==> src/rtl/cpu_pkg.sv <==
// Shared types and helpers for the memory-access stage: FSM states, access
// sizes, byte-enable patterns and the store-lane replication rule.
package cpu_pkg;

    localparam int DATA_W = 32;
    localparam int REG_W  = 6;

    typedef enum logic {
        IDLE   = 1'b0,
        ACCESS = 1'b1
    } mem_state_t;

    typedef enum logic [1:0] {
        BYTE = 2'd0,
        HALF = 2'd1,
        WORD = 2'd2
    } mem_size_t;

    localparam logic [3:0] BE_BYTE = 4'b0001;
    localparam logic [3:0] BE_HALF = 4'b0011;
    localparam logic [3:0] BE_WORD = 4'b1111;

    // Word wins over half, half over byte; no size flag at all means word.
    function automatic mem_size_t decode_size(input logic byte_f,
                                              input logic hwrd_f,
                                              input logic wrd_f);
        if (wrd_f)       return WORD;
        else if (hwrd_f) return HALF;
        else if (byte_f) return BYTE;
        else             return WORD;
    endfunction

    // Lane mask for the selected size at the given byte offset.
    function automatic logic [3:0] byte_enable(input mem_size_t size,
                                               input logic [1:0] off);
        case (size)
            BYTE:    return BE_BYTE << off;
            HALF:    return BE_HALF << {off[1], 1'b0};
            default: return BE_WORD;
        endcase
    endfunction

    // Replicate the low store bits across every lane so the byte enables
    // alone select which lanes memory actually writes.
    function automatic logic [DATA_W-1:0] store_lanes(input mem_size_t size,
                                                      input logic [DATA_W-1:0] wdata);
        case (size)
            BYTE:    return {4{wdata[7:0]}};
            HALF:    return {2{wdata[15:0]}};
            default: return wdata;
        endcase
    endfunction

endpackage

==> src/rtl/load_align.sv <==
// Combinational load aligner: shifts the addressed lane down to bit 0,
// truncates to the access size and zero- or sign-extends to 32 bits.
module load_align
    import cpu_pkg::*;
(
    input  logic [DATA_W-1:0] rdata,
    input  logic [1:0]        offset,
    input  mem_size_t         size,
    input  logic              rdu,
    output logic [DATA_W-1:0] data
);

    logic [DATA_W-1:0] shifted;

    function automatic logic [DATA_W-1:0] extend_byte(input logic [7:0] b,
                                                      input logic zext);
        logic signed [7:0]        sb;
        logic signed [DATA_W-1:0] wide;
        sb   = b;
        wide = sb;
        return zext ? {24'd0, b} : wide;
    endfunction

    function automatic logic [DATA_W-1:0] extend_half(input logic [15:0] h,
                                                      input logic zext);
        logic signed [15:0]       sh;
        logic signed [DATA_W-1:0] wide;
        sh   = h;
        wide = sh;
        return zext ? {16'd0, h} : wide;
    endfunction

    // Lane extraction followed by size truncation and extension.
    always_comb begin
        shifted = rdata >> {offset, 3'b000};
        case (size)
            BYTE:    data = extend_byte(shifted[7:0], rdu);
            HALF:    data = extend_half(shifted[15:0], rdu);
            default: data = shifted;
        endcase
    end

endmodule

==> src/rtl/memory_access.sv <==
// Memory-access pipeline stage. Non-memory ops pass through in one cycle;
// aligned loads/stores hold the upstream stage while a single request is
// presented to data memory and wait indefinitely for its ack. Misaligned
// ops are dropped with a fault pulse, and taken branches raise a redirect.
module memory_access
    import cpu_pkg::*;
(
    input  logic              clk,
    input  logic              rst,
    input  logic              exec_mem_valid,
    input  logic              exec_mem_writeback,
    input  logic              exec_mem_link,
    input  logic              exec_mem_mem_w,
    input  logic              exec_mem_mem_r,
    input  logic              exec_mem_mem_rdu,
    input  logic              exec_mem_mem_byte,
    input  logic              exec_mem_mem_hwrd,
    input  logic              exec_mem_mem_wrd,
    input  logic [REG_W-1:0]  exec_mem_rd,
    input  logic [DATA_W-1:0] exec_mem_alu_result,
    input  logic [DATA_W-1:0] exec_mem_mem_wdata,
    input  logic [DATA_W-1:0] exec_mem_pc4,
    input  logic              exec_mem_brnch_taken,
    input  logic [DATA_W-1:0] exec_mem_bta,
    output logic              dmem_req,
    output logic              dmem_we,
    output logic [DATA_W-1:0] dmem_addr,
    output logic [DATA_W-1:0] dmem_wdata,
    output logic [3:0]        dmem_be,
    input  logic              dmem_ack,
    input  logic [DATA_W-1:0] dmem_rdata,
    output logic              mem_stall,
    output logic              mem_fetch_redirect,
    output logic [DATA_W-1:0] mem_fetch_target,
    output logic              mem_misaligned,
    output logic              mem_wb_valid,
    output logic              mem_wb_writeback,
    output logic [REG_W-1:0]  mem_wb_rd,
    output logic [DATA_W-1:0] mem_wb_result
);

    mem_state_t        state;
    mem_state_t        state_next;

    // Incoming-op decode
    mem_size_t         size_p0;
    logic [1:0]        off_p0;
    logic              is_mem_p0;
    logic              misaligned_p0;
    logic              accept_mem_p0;

    // Op latched for the duration of the access
    mem_size_t         size_p1;
    logic [1:0]        off_p1;
    logic              rdu_p1;
    logic [REG_W-1:0]  rd_p1;
    logic              wb_p1;

    logic [DATA_W-1:0] load_data;

    // Decode size, alignment and whether this op needs the memory port.
    always_comb begin
        size_p0       = decode_size(exec_mem_mem_byte, exec_mem_mem_hwrd, exec_mem_mem_wrd);
        off_p0        = exec_mem_alu_result[1:0];
        is_mem_p0     = exec_mem_valid & (exec_mem_mem_r | exec_mem_mem_w);
        misaligned_p0 = is_mem_p0 &
                        (((size_p0 == HALF) & off_p0[0]) |
                         ((size_p0 == WORD) & (off_p0 != 2'b00)));
        accept_mem_p0 = is_mem_p0 & ~misaligned_p0;
    end

    // State register; reset aborts any access in flight.
    always_ff @(posedge clk or posedge rst) begin
        if (rst) state <= IDLE;
        else     state <= state_next;
    end

    // Next-state logic: enter ACCESS on an aligned memory op, leave on ack.
    always_comb begin
        state_next = state;
        case (state)
            IDLE:    if (accept_mem_p0) state_next = ACCESS;
            ACCESS:  if (dmem_ack)      state_next = IDLE;
            default: state_next = IDLE;
        endcase
    end

    // Stall upstream from acceptance until the ack cycle; reset forces it low.
    always_comb begin
        mem_stall = 1'b0;
        case (state)
            IDLE:    mem_stall = accept_mem_p0;
            ACCESS:  mem_stall = ~dmem_ack;
            default: mem_stall = 1'b0;
        endcase
        if (rst) mem_stall = 1'b0;
    end

    // Memory request registers: loaded on acceptance, held until ack.
    always_ff @(posedge clk or posedge rst) begin
        if (rst) begin
            dmem_req   <= 1'b0;
            dmem_we    <= 1'b0;
            dmem_addr  <= '0;
            dmem_wdata <= '0;
            dmem_be    <= '0;
            size_p1    <= WORD;
            off_p1     <= '0;
            rdu_p1     <= 1'b0;
            rd_p1      <= '0;
            wb_p1      <= 1'b0;
        end else if (state == IDLE) begin
            if (accept_mem_p0) begin
                dmem_req   <= 1'b1;
                dmem_we    <= exec_mem_mem_w;
                dmem_addr  <= {exec_mem_alu_result[DATA_W-1:2], 2'b00};
                dmem_be    <= byte_enable(size_p0, off_p0);
                dmem_wdata <= store_lanes(size_p0, exec_mem_mem_wdata);
                size_p1    <= size_p0;
                off_p1     <= off_p0;
                rdu_p1     <= exec_mem_mem_rdu;
                rd_p1      <= exec_mem_rd;
                wb_p1      <= exec_mem_writeback;
            end
        end else if (dmem_ack) begin
            dmem_req <= 1'b0;
            dmem_we  <= 1'b0;
        end
    end

    load_align u_load_align (
        .rdata  (dmem_rdata),
        .offset (off_p1),
        .size   (size_p1),
        .rdu    (rdu_p1),
        .data   (load_data)
    );

    // Writeback, redirect and fault outputs.
    always_ff @(posedge clk or posedge rst) begin
        if (rst) begin
            mem_wb_valid       <= 1'b0;
            mem_wb_writeback   <= 1'b0;
            mem_wb_rd          <= '0;
            mem_wb_result      <= '0;
            mem_fetch_redirect <= 1'b0;
            mem_fetch_target   <= '0;
            mem_misaligned     <= 1'b0;
        end else if (state == IDLE) begin
            mem_misaligned     <= misaligned_p0;
            mem_fetch_redirect <= exec_mem_valid & exec_mem_brnch_taken;
            if (exec_mem_valid & exec_mem_brnch_taken)
                mem_fetch_target <= exec_mem_bta;
            if (exec_mem_valid & ~is_mem_p0) begin
                mem_wb_valid     <= 1'b1;
                mem_wb_writeback <= exec_mem_writeback;
                mem_wb_rd        <= exec_mem_rd;
                mem_wb_result    <= exec_mem_link ? exec_mem_pc4 : exec_mem_alu_result;
            end else begin
                mem_wb_valid     <= 1'b0;
                mem_wb_writeback <= 1'b0;
            end
        end else begin
            mem_misaligned     <= 1'b0;
            mem_fetch_redirect <= 1'b0;
            if (dmem_ack) begin
                mem_wb_valid     <= 1'b1;
                mem_wb_writeback <= wb_p1 & ~dmem_we;
                mem_wb_rd        <= rd_p1;
                mem_wb_result    <= dmem_we ? '0 : load_data;
            end else begin
                mem_wb_valid     <= 1'b0;
                mem_wb_writeback <= 1'b0;
            end
        end
    end

endmodule

==> config.mk <==
export PLATFORM = sky130hd
export DESIGN_NAME = memory_access
export DESIGN_NICKNAME = d
export VERILOG_FILES = /design/src/rtl/cpu_pkg.sv /design/src/rtl/load_align.sv /design/src/rtl/memory_access.sv
export SDC_FILE = /design/constraint.sdc
export NUM_CORES = 1
export LEC_CHECK = 0
export CELL_PAD_IN_SITES_DETAIL_PLACEMENT = 1
export CELL_PAD_IN_SITES_GLOBAL_PLACEMENT = 1
export CORE_MARGIN = 3
export CORE_UTILIZATION = 33
export DETAILED_ROUTE_END_ITERATION = 12
export PLACE_DENSITY_LB_ADDON = 0.25
export SETUP_SLACK_MARGIN = 0.15
export SKIP_CTS_REPAIR_TIMING = 1
export SLEW_MARGIN = 20
export SYNTH_ARGS = -nofsm -noshare
export SYNTH_HDL_FRONTEND = slang
export SYNTH_SLANG_ARGS = --single-unit
export TNS_END_PERCENT = 1
==> constraint.sdc <==
create_clock -name clk -period 6.5 [get_ports clk]
set_clock_uncertainty 0.1 [all_clocks]
set_input_delay 1.3 -clock clk [delete_from_list [all_inputs] [get_ports clk]]
set_output_delay 1.3 -clock clk [all_outputs]
set_load 0.01 [all_outputs]
# ---- Yosys cells after proc, flatten, opt, wreduce, memory -nomap -nowiden
# Index checks and enable logic that the tools add are counted.
dict set report totals {
  ff_bits 155
  inputBits 179
  out_inout_bits 145
  word_cells 83
}
dict set report classes {
  eq_ne 4
  n_shift 3
  muxes 34
  bitwise 15
  reduce_logical 9
}
# operator n
set op_table {}
lappend op_table {{32-bit 2-to-1 mux} 7}
lappend op_table {{32-bit case mux with 2 select lines} 2}
lappend op_table {{32-bit by 5-bit right shift with 32-bit output} 1}
lappend op_table {{6-bit 2-to-1 mux} 3}
lappend op_table {{1-bit 2-to-1 mux} 16}
lappend op_table {{1-bit bitwise AND} 8}
lappend op_table {{4-bit case mux with 2 select lines} 1}
lappend op_table {{2-bit AND reduction} 4}
lappend op_table {{2-bit 2-to-1 mux} 3}
lappend op_table {{2-bit nonzero test} 3}
lappend op_table {{1-bit NOT} 5}
lappend op_table {{2-bit by 1-bit equality test with 1-bit output, second input constant} 2}
lappend op_table {{2-bit logical NOT} 2}
lappend op_table {{1-bit case mux with 2 select lines} 2}
lappend op_table {{1-bit by 2-bit << shifter with 4-bit output, first input constant} 1}
lappend op_table {{2-bit by 2-bit << shifter with 4-bit output, first input constant} 1}
lappend op_table {{2-bit equality test, second input constant} 1}
lappend op_table {{2-bit inequality test, second input constant} 1}
lappend op_table {{1-bit OR} 2}

# ---- Depth between registers and ports, before layout
# Gate-level depths: netlist of the first run.
dict set report depth {
  ltp_word 11
  depth_mapped 8
  depth_no_buf 4
}

# ---- Hierarchy
# From an unflattened synthesis of the first run, not the netlist that was laid out.
dict set report unflattened {
  cells_unflattened 673
  area_unflattened_um2 7990.2
}
# mod instances cells_each area_each_um2 seq_area_each_um2
set by_module_without_submodules {}
lappend by_module_without_submodules {memory_access 1 570 7221.9 3880.0}
lappend by_module_without_submodules {load_align 1 103 768.2 0.0}

# ---- Worst setup path after synthesis of the first run
# No wires, ideal clock.
dict set report synth_path {
  path_kind {input to output}
  startpoint {input port exec_mem_mem_byte}
  endpoint {output port mem_stall}
  t_arrival_ns 2.423
  t_required_ns 5.100
  path_slack_ns 2.677
  stages 8
  n_path_buf 4
  cell_sequence {nor2b_1 -> buf_4 -> and2_4 -> buf_6 -> o21bai_2 -> buf_6 -> buf_6 -> a21oi_1}
}
dict set report synth_via {
  elab_chain_len 11
  word_cells_on_any_way 13
  cone_classes {eq/ne: 2; mux: 5; bitwise: 6}
}
# item line
set synth_rtl {}
lappend synth_rtl {{from (decl)} memory_access.sv:16} ;# input logic exec_mem_mem_byte,
lappend synth_rtl {{2-bit 2-to-1 mux (*)} cpu_pkg.sv:29} ;# else if (byte_f) return BYTE;
lappend synth_rtl {{2-bit 2-to-1 mux (*)} cpu_pkg.sv:28} ;# else if (hwrd_f) return HALF;
lappend synth_rtl {{2-bit 2-to-1 mux (*)} cpu_pkg.sv:27} ;# if (wrd_f) return WORD;
lappend synth_rtl {{2-bit by 1-bit equality test with 1-bit output or 2-bit equality test (tied branches)} {memory_access.sv:67, memory_access.sv:68}}
lappend synth_rtl {{1-bit bitwise AND (on tied branches)} {memory_access.sv:67, memory_access.sv:68}}
lappend synth_rtl {{1-bit OR (*)} memory_access.sv:67} ;# (((size_p0 == HALF) & off_p0[0]) |
lappend synth_rtl {{1-bit bitwise AND (*)} memory_access.sv:66} ;# misaligned_p0 = is_mem_p0 &
lappend synth_rtl {{1-bit NOT (*)} memory_access.sv:69} ;# accept_mem_p0 = is_mem_p0 & ~misaligned_p0;
lappend synth_rtl {{1-bit bitwise AND (*)} memory_access.sv:69}
lappend synth_rtl {{1-bit case mux with 2 select lines (*)} memory_access.sv:91} ;# case (state)
lappend synth_rtl {{1-bit 2-to-1 mux (*)} memory_access.sv:96} ;# if (rst) mem_stall = 1'b0;
lappend synth_rtl {{to (decl)} memory_access.sv:32} ;# output logic mem_stall,
# Mark *: on every way between the ends. The rest lies on a longest branch, timed or not.

# ---- Worst setup path after layout of the first run
dict set report layout_path {
  startpoint {input port exec_mem_mem_hwrd}
  endpoint {output port mem_stall}
}
dict set report layout_via {
  elab_chain_len 10
  word_cells_on_any_way 12
  cone_classes {eq/ne: 2; mux: 4; bitwise: 6}
}
# item line
set layout_rtl {}
lappend layout_rtl {{from (decl)} memory_access.sv:17} ;# input logic exec_mem_mem_hwrd,
lappend layout_rtl {{2-bit 2-to-1 mux (*)} cpu_pkg.sv:28}
lappend layout_rtl {{2-bit 2-to-1 mux (*)} cpu_pkg.sv:27}
lappend layout_rtl {{2-bit by 1-bit equality test with 1-bit output or 2-bit equality test (tied branches)} {memory_access.sv:67, memory_access.sv:68}}
lappend layout_rtl {{1-bit bitwise AND (on tied branches)} {memory_access.sv:67, memory_access.sv:68}}
lappend layout_rtl {{1-bit OR (*)} memory_access.sv:67}
lappend layout_rtl {{1-bit bitwise AND (*)} memory_access.sv:66}
lappend layout_rtl {{1-bit NOT (*)} memory_access.sv:69}
lappend layout_rtl {{1-bit bitwise AND (*)} memory_access.sv:69}
lappend layout_rtl {{1-bit case mux with 2 select lines (*)} memory_access.sv:91}
lappend layout_rtl {{1-bit 2-to-1 mux (*)} memory_access.sv:96}
# Marks and branches as above.

==> results by group, run 1 <==
Setup path
  – Worst Path Max Fanout: 13
  – Critical path startpoint category: input pin
  – CP Cell Sequence: clkdlybuf4s50_1 > nor2b_1 > and2_4 > o21bai_4 > a21oi_1 > clkdlybuf4s50_1
  – Critical Path AT: 3.59 ns
  – Worst path slowest cell: clkdlybuf4s50_1
  – Crit Path Category: in -> out
  – Critical path capture point type: output pin
  – Crit path largest cell delay: 0.62 ns
  – Crit-path leading delay family: buffers and inverters
  – Worst path most repeated cell: clkdlybuf4s50_1
  – CP bufs+invs: 2
  – Worst Path Required: 5.10 ns

Clock network
  – CTS H-tree lvls: 4
  – CTS tree: built
  – Num CTS Buffers: 17
  – Worst skew pair latency: 0.42 ns
  – Root Buffer: clkbuf_16
  – Clock transition at path regs: 0.06 ns
  – CTS Sinks: 155
  – CTS max path bufs: 2

Layout
  – Area of the multi-input gates: 0.00369 mm^2
  – Fin cells: 1,264
  – Most common cell after layout, fill and taps aside: clkdlybuf4s50_1
  – Fill cell count: 2,416
  – FF+latch area: 0.00388 mm^2
  – Layout cell share with drive strength beyond 1: 18.4%
  – Nets: 1,116
  – Most frequent cells in the layout: 320 x clkdlybuf4s50_1, 153 x dfrtp_1, 81 x mux2i_1
  – Layout area overhead: 50.4%

Synth
  – Mapped Cells: 632
  – Main synth FF type: dfrtp_1
  – Largest cells by area after synthesis: dfrtp_1 49%, mux2_4 14%, mux2i_1 10%, mux2_2 6.8%, a21oi_1 3.2%
  – Count of cell types in the netlist: 43
  – Post-synthesis sequential area ratio: 49.2%
  – Yosys Warn Count: 0
  – Synth Register Bits: 155
  – Avg Synthesized Cell Area: 12.5 um^2
  – Synth top area share: 48.8%
  – Synth area leader: dfrtp_1
  – Post-synth ARST share: 100%
  – Post-synth EDFFs: 0
  – Mapped Area: 0.00789 mm^2

STA
  – F_max: 200 MHz
  – # setup viols final: 0
  – Final period utilization: 76.8%
  – Final worst slack: 1.51 ns
  – Final hold slack: 0.395 ns
  – Slew Viols, Final: 0
  – Slew margin rel.: 31.0%
  – Setup TNS: 0 ns
  – Worst slew pin tran: 1.03 ns
  – RSZ-0062 raised after global routing: false
  – Endpoints failing hold: 0
  – Tmin final: 4.99 ns

Routing
  – Routed via count: 6,092
  – Post-Route WL: 25.9 mm
  – Drt initial violations: 276
  – Initial DRT Pass Iterations: 4
  – DRC errors left: 0
  – Routed wire per std cell: 20.5 um
  – Via density per instance: 4.82
  – Antenna-violating nets left: 0

Floorplan
  – Die area: 0.0258 mm^2
  – I/O pin count: 324
  – Initial Util: 34.2%
  – Cell row count: 55
  – Die X: 161 um
  – DIE HEIGHT: 161 um
  – Core ar.: 0.0231 mm^2

Pwr
  – Peak supply drop: 0.118 mV
  – Leakage: 5.16 nW
  – Power consumption: 3.91 mW
  – Power density cells: 330 mW/mm^2

Run
  – Max-cap violation count: 0

Global route
  – GR Layer Usage met2: 33.4%
  – Antenna violations before repair: 1
  – GR Util met3: 5.65%
  – Top Usage Layer GRT: met2
  – GRT Total Usage: 19.8%
  – GR Overflow Total: 0
  – GRT met1 Usage: 25.3%
  – Number of global-route vias before repair: 6,616
  – Global-route wire length before repair: 39.9 mm
  – Largest net degree at the start of global routing: 99

Min path
  – Worst Hold Class: reg -> reg

Placed design
  – Placement Setup Slack: 1.49 ns
  – Placed cell count: 1,231
  – Dpl hpwl: 19.5 mm
  – Port buffer count: 321
  – Routability congestion estimate: 0.809

Outcome
  – Status: completed
kinds of logic (layout without fill, tap and decap cells):
group / after synthesis / in the layout / share of synthesized area, %
simple gates: 92 / 92 / 5.22
xor+xnor: 1 / 1 / 0.111
compound gates: 125 / 125 / 9.59
flops: 155 / 155 / 49.2
buf+inv: 53 / 370 / 4.30
other cells: 1 / 3 / 0.0475
mux: 205 / 205 / 31.6
worst reg2reg max path, cell delays in order (launching register included):
cell	delay, ns
dfrtp_2	0.98
nor2b_1	0.13
o21ai_0	0.20
o21bai_4	0.21
buf_4	0.64
buf_4	0.74
mux2_4	0.39
stage by stage:
stage | util, % | instance area, um^2
finish | 51.5 | 11900
CTS | 51.5 | 11900
floorplan | - | 7900
detailed placement | 48.9 | 11300
global route | 51.5 | 11900
global placement | 48.9 | 11300
cell usage after synthesis (all sizes together), types with 2 or more instances:
cell / number
o211ai: 9
nand2: 16
nor3: 2
o21a: 8
nand2b: 2
buf: 31
o21ai: 28
o21bai: 2
nor2b: 6
mux2: 123
a31oi: 9
inv: 7
nor2: 58
dfrtp: 154
a21oi: 50
o2bb2ai: 7
a22oi: 8
nor4b: 2
clkbuf: 15
mux2i: 81
power by group:
part,total [mW],internal (mW),leakage (nW),switching [mW]
Sequential,1.41,1.24,1.81,0.177
Combinational,1.48,0.881,3.07,0.601
Clock,1.02,0.579,0.279,0.440
final timing paths:
| check | start | end | slack [ns] | cells past startpoint |
|---|---|---|---|---|
| max | exec_mem_mem_hwrd | mem_stall | 1.51 | 6 |
| min | dmem_addr[9] | dmem_addr[9] | 0.39 | 1 |
| max reg2reg | state | dmem_addr[25] | 3.00 | 6 |
| min reg2reg | dmem_addr[9] | dmem_addr[9] | 0.39 | 1 |
| max in group asynchronous | rst | size_p1[1] | 3.89 | 3 |
| min in group asynchronous | rst | mem_wb_writeback | 1.39 | 2 |
registers in the layout (all words and copies together), names as in the netlist:
| name | count |
|---|---|
| dmem_addr | 30 |
| mem_wb_valid | 1 |
| mem_fetch_redirect | 1 |
| dmem_req | 1 |
| dmem_wdata | 32 |
| mem_wb_rd | 6 |
| dmem_we | 1 |
| size_p1 | 2 |
| mem_fetch_target | 32 |
| mem_wb_writeback | 1 |
| wb_p1 | 1 |
| mem_wb_result | 32 |
| rd_p1 | 6 |
| mem_misaligned | 1 |
| state | 1 |
| rdu_p1 | 1 |
| dmem_be | 4 |
| off_p1 | 2 |
cell type report:
type                            count  share of cell area [%]
Sequential cell                   155                    32.7
Antenna cell                        1                  0.0211
Clock buffer                       19                    3.65
Clock inverter                     13                    1.33
Inverter                            7                   0.264
Timing Repair Buffer              331                    27.7
Multi-Input combinational cell    425                    31.1
Tap cell                          313                    3.30
routing by layer:
layer,part of all wire (%),vias up
met5,0,-
met4,1.1,0
met3,6.4,19
met2,49,189
met1,44,3010
li1,-,2874
(Power assumes the default switching activity.)
==> inputs of run 2 (changes only) <==
CORE_UTILIZATION = 30   (was 33)
clock period = 4.3 ns   (was 6.5 ns; I/O delays follow)
==> run 2 against run 1 <==
Compared with the run above: clock power up 61%; critical path depth unchanged; via count up 1.2%; routed wire length up 3.4%; die area up 9.6%; sequential cell count unchanged; sequential power up 50%; utilization down 4.5 points; first-iteration DRC count down 17%; cell count up 2.1%; worst hold slack worse by 0.0046 ns.
==> results by group, run 2 (same netlist as run 1, synthesis figures left out) <==
Global route
  – Antenna violations before repair: 2
  – GR Overflow Total: 0
  – GRT Total Usage: 18.6%
  – Number of global-route vias before repair: 6,816
  – Largest net degree at the start of global routing: 80
  – Global-route wire length before repair: 41.1 mm

Pwr
  – Switch share: 31.2%
  – Int Pwr: 4.15 mW
  – Switch Pwr: 1.88 mW
  – Seq pwr share: 35.2%
  – Power density cells: 503 mW/mm^2
  – Clk pwr share: 27.2%
  – Logic gate share of total power: 37.7%
  – Leakage: 5.23 nW
  – Peak supply drop: 0.207 mV

Placed design
  – Port buffer count: 321
  – Dpl hpwl: 20.0 mm
  – Routability congestion estimate: 0.819

Floorplan
  – Core ar.: 0.0255 mm^2
  – I/O pin count: 324
  – Die area: 0.0283 mm^2
  – DIE HEIGHT: 168 um
  – Cell row count: 58
  – Initial Util: 30.9%
  – Die X: 168 um

Min path
  – Worst Hold Class: reg -> reg

Layout
  – Layout cell share with drive strength beyond 1: 19.3%
  – Most common cell after layout, fill and taps aside: clkdlybuf4s50_1
  – Area of the multi-input gates: 0.00369 mm^2
  – FF+latch area: 0.00388 mm^2
  – Layout area overhead: 52.0%
  – Largest regs: dmem_wdata: 32 flops, mem_fetch_target: 32 flops, mem_wb_result: 32 flops
  – Nets: 1,124
  – Most frequent cells in the layout: 320 x clkdlybuf4s50_1, 153 x dfrtp_1, 81 x mux2i_1
  – Fill cell count: 2,707

STA
  – Tmin final: 3.64 ns
  – F_max: 274 MHz
  – # setup viols final: 0
  – Endpoints failing hold: 0
  – Setup TNS: 0 ns
  – Final period utilization: 84.8%
  – Final hold slack: 0.390 ns
  – RSZ-0062 raised after global routing: false
  – Worst slew pin tran: 0.856 ns
  – Slew margin rel.: 42.8%
  – Slew Viols, Final: 0

Setup path
  – Critical path capture point type: output pin
  – Worst Path Max Fanout: 10
  – Worst Path Required: 3.34 ns
  – Worst path slowest cell: clkdlybuf4s50_1
  – CP Cell Sequence: clkdlybuf4s50_1 > nor2b_1 > and2_4 > o21bai_4 > a21oi_1 > clkdlybuf4s50_1
  – Crit path largest cell delay: 0.55 ns
  – Crit Path Category: in -> out
  – Critical path startpoint category: input pin
  – Worst path most repeated cell: clkdlybuf4s50_1
  – Critical Path AT: 2.68 ns

Clock network
  – Worst skew pair latency: 0.42 ns
  – Num CTS Buffers: 17
  – CTS H-tree lvls: 4
  – CTS tree: built
  – CTS max path bufs: 2
  – CTS Sinks: 155
  – Clock transition at path regs: 0.06 ns
  – Root Buffer: clkbuf_16

Run
  – Max-cap violation count: 0

Routing
  – Initial DRT Pass Iterations: 4
  – Post-Route WL: 26.8 mm
  – DRC errors left: 0
  – Antenna-violating nets left: 0
  – Via density per instance: 4.78
  – Drt initial violations: 229
  – Routed wire per std cell: 20.8 um
  – Routed via count: 6,167

Outcome
  – Status: completed
-- run 2: cell count changes in the layout (fill, tap and decap cells not counted), moves of 2 or more --
cell and change:
buf_4 +7, clkbuf_1 -2, inv_6 -2, inv_8 +2
-- run 2: layout make-up --
type                       instances  share of cell area [%]
sequential                       155                    32.3
tap                              330                    3.44
clock inverter                    15                    1.67
timing repair buffer             339                    28.0
clock buffer                      17                    3.55
multi-input combinational        425                    30.7
inverter                           7                   0.250
antenna                            2                  0.0417
-- run 2: worst max-delay path: cells and delay by family --
kind,cells,cell delay [ns]
AO/OA/AOI/OAI,2,0.23
buffers and inverters,2,1.10
AND/OR/NAND/NOR,2,0.49
-- run 2: worst paths after layout --
| check | depth (start not counted) | to | startpoint | slack, ns |
|---|---|---|---|---|
| max | 6 | mem_stall | exec_mem_mem_byte | 0.66 |
| min | 2 | dmem_req | dmem_req | 0.39 |
| max reg2reg | 6 | mem_wb_result[15] | state | 1.68 |
| min reg2reg | 2 | dmem_req | dmem_req | 0.39 |
| max in group asynchronous | 3 | mem_wb_result[6] | rst | 2.58 |
| min in group asynchronous | 2 | dmem_wdata[8] | rst | 0.72 |
-- run 2: power by group through the flow --
stage                     combinational (mW)  sequential (mW)  clock (mW)
after floorplan                        0.909             2.28           0
after global placement                  2.27             2.13           0
after detailed placement                2.29             2.14           0
after CTS                               2.30             2.12        1.69
after global routing                    2.43             2.18        1.75
final                                   2.27             2.12        1.64
-- run 2: metrics by stage --
stage | power (mW) | std cells | setup WS (ns) | area (um^2) | util, %
floorplan | 3.19 | 633 | 1.36 | 7900 | -
global placement | 4.39 | 1256 | 0.708 | 11400 | 44.5
detailed placement | 4.43 | 1256 | 0.680 | 11400 | 44.5
CTS | 6.12 | 1288 | 0.668 | 12000 | 47.0
global route | 6.36 | 1289 | 0.571 | 12000 | 47.0
finish | 6.03 | 1290 | 0.655 | 12000 | 47.0
-- run 2: layer usage --
metal  vias up  part of all wire (%)  global-route usage [%]
met5         -                 0.048                       0
met4         2                   1.3                    4.98
met3        28                   6.4                    5.42
met2       200                    48                    30.6
met1      3048                    44                    24.1
li1       2889                     -                       -
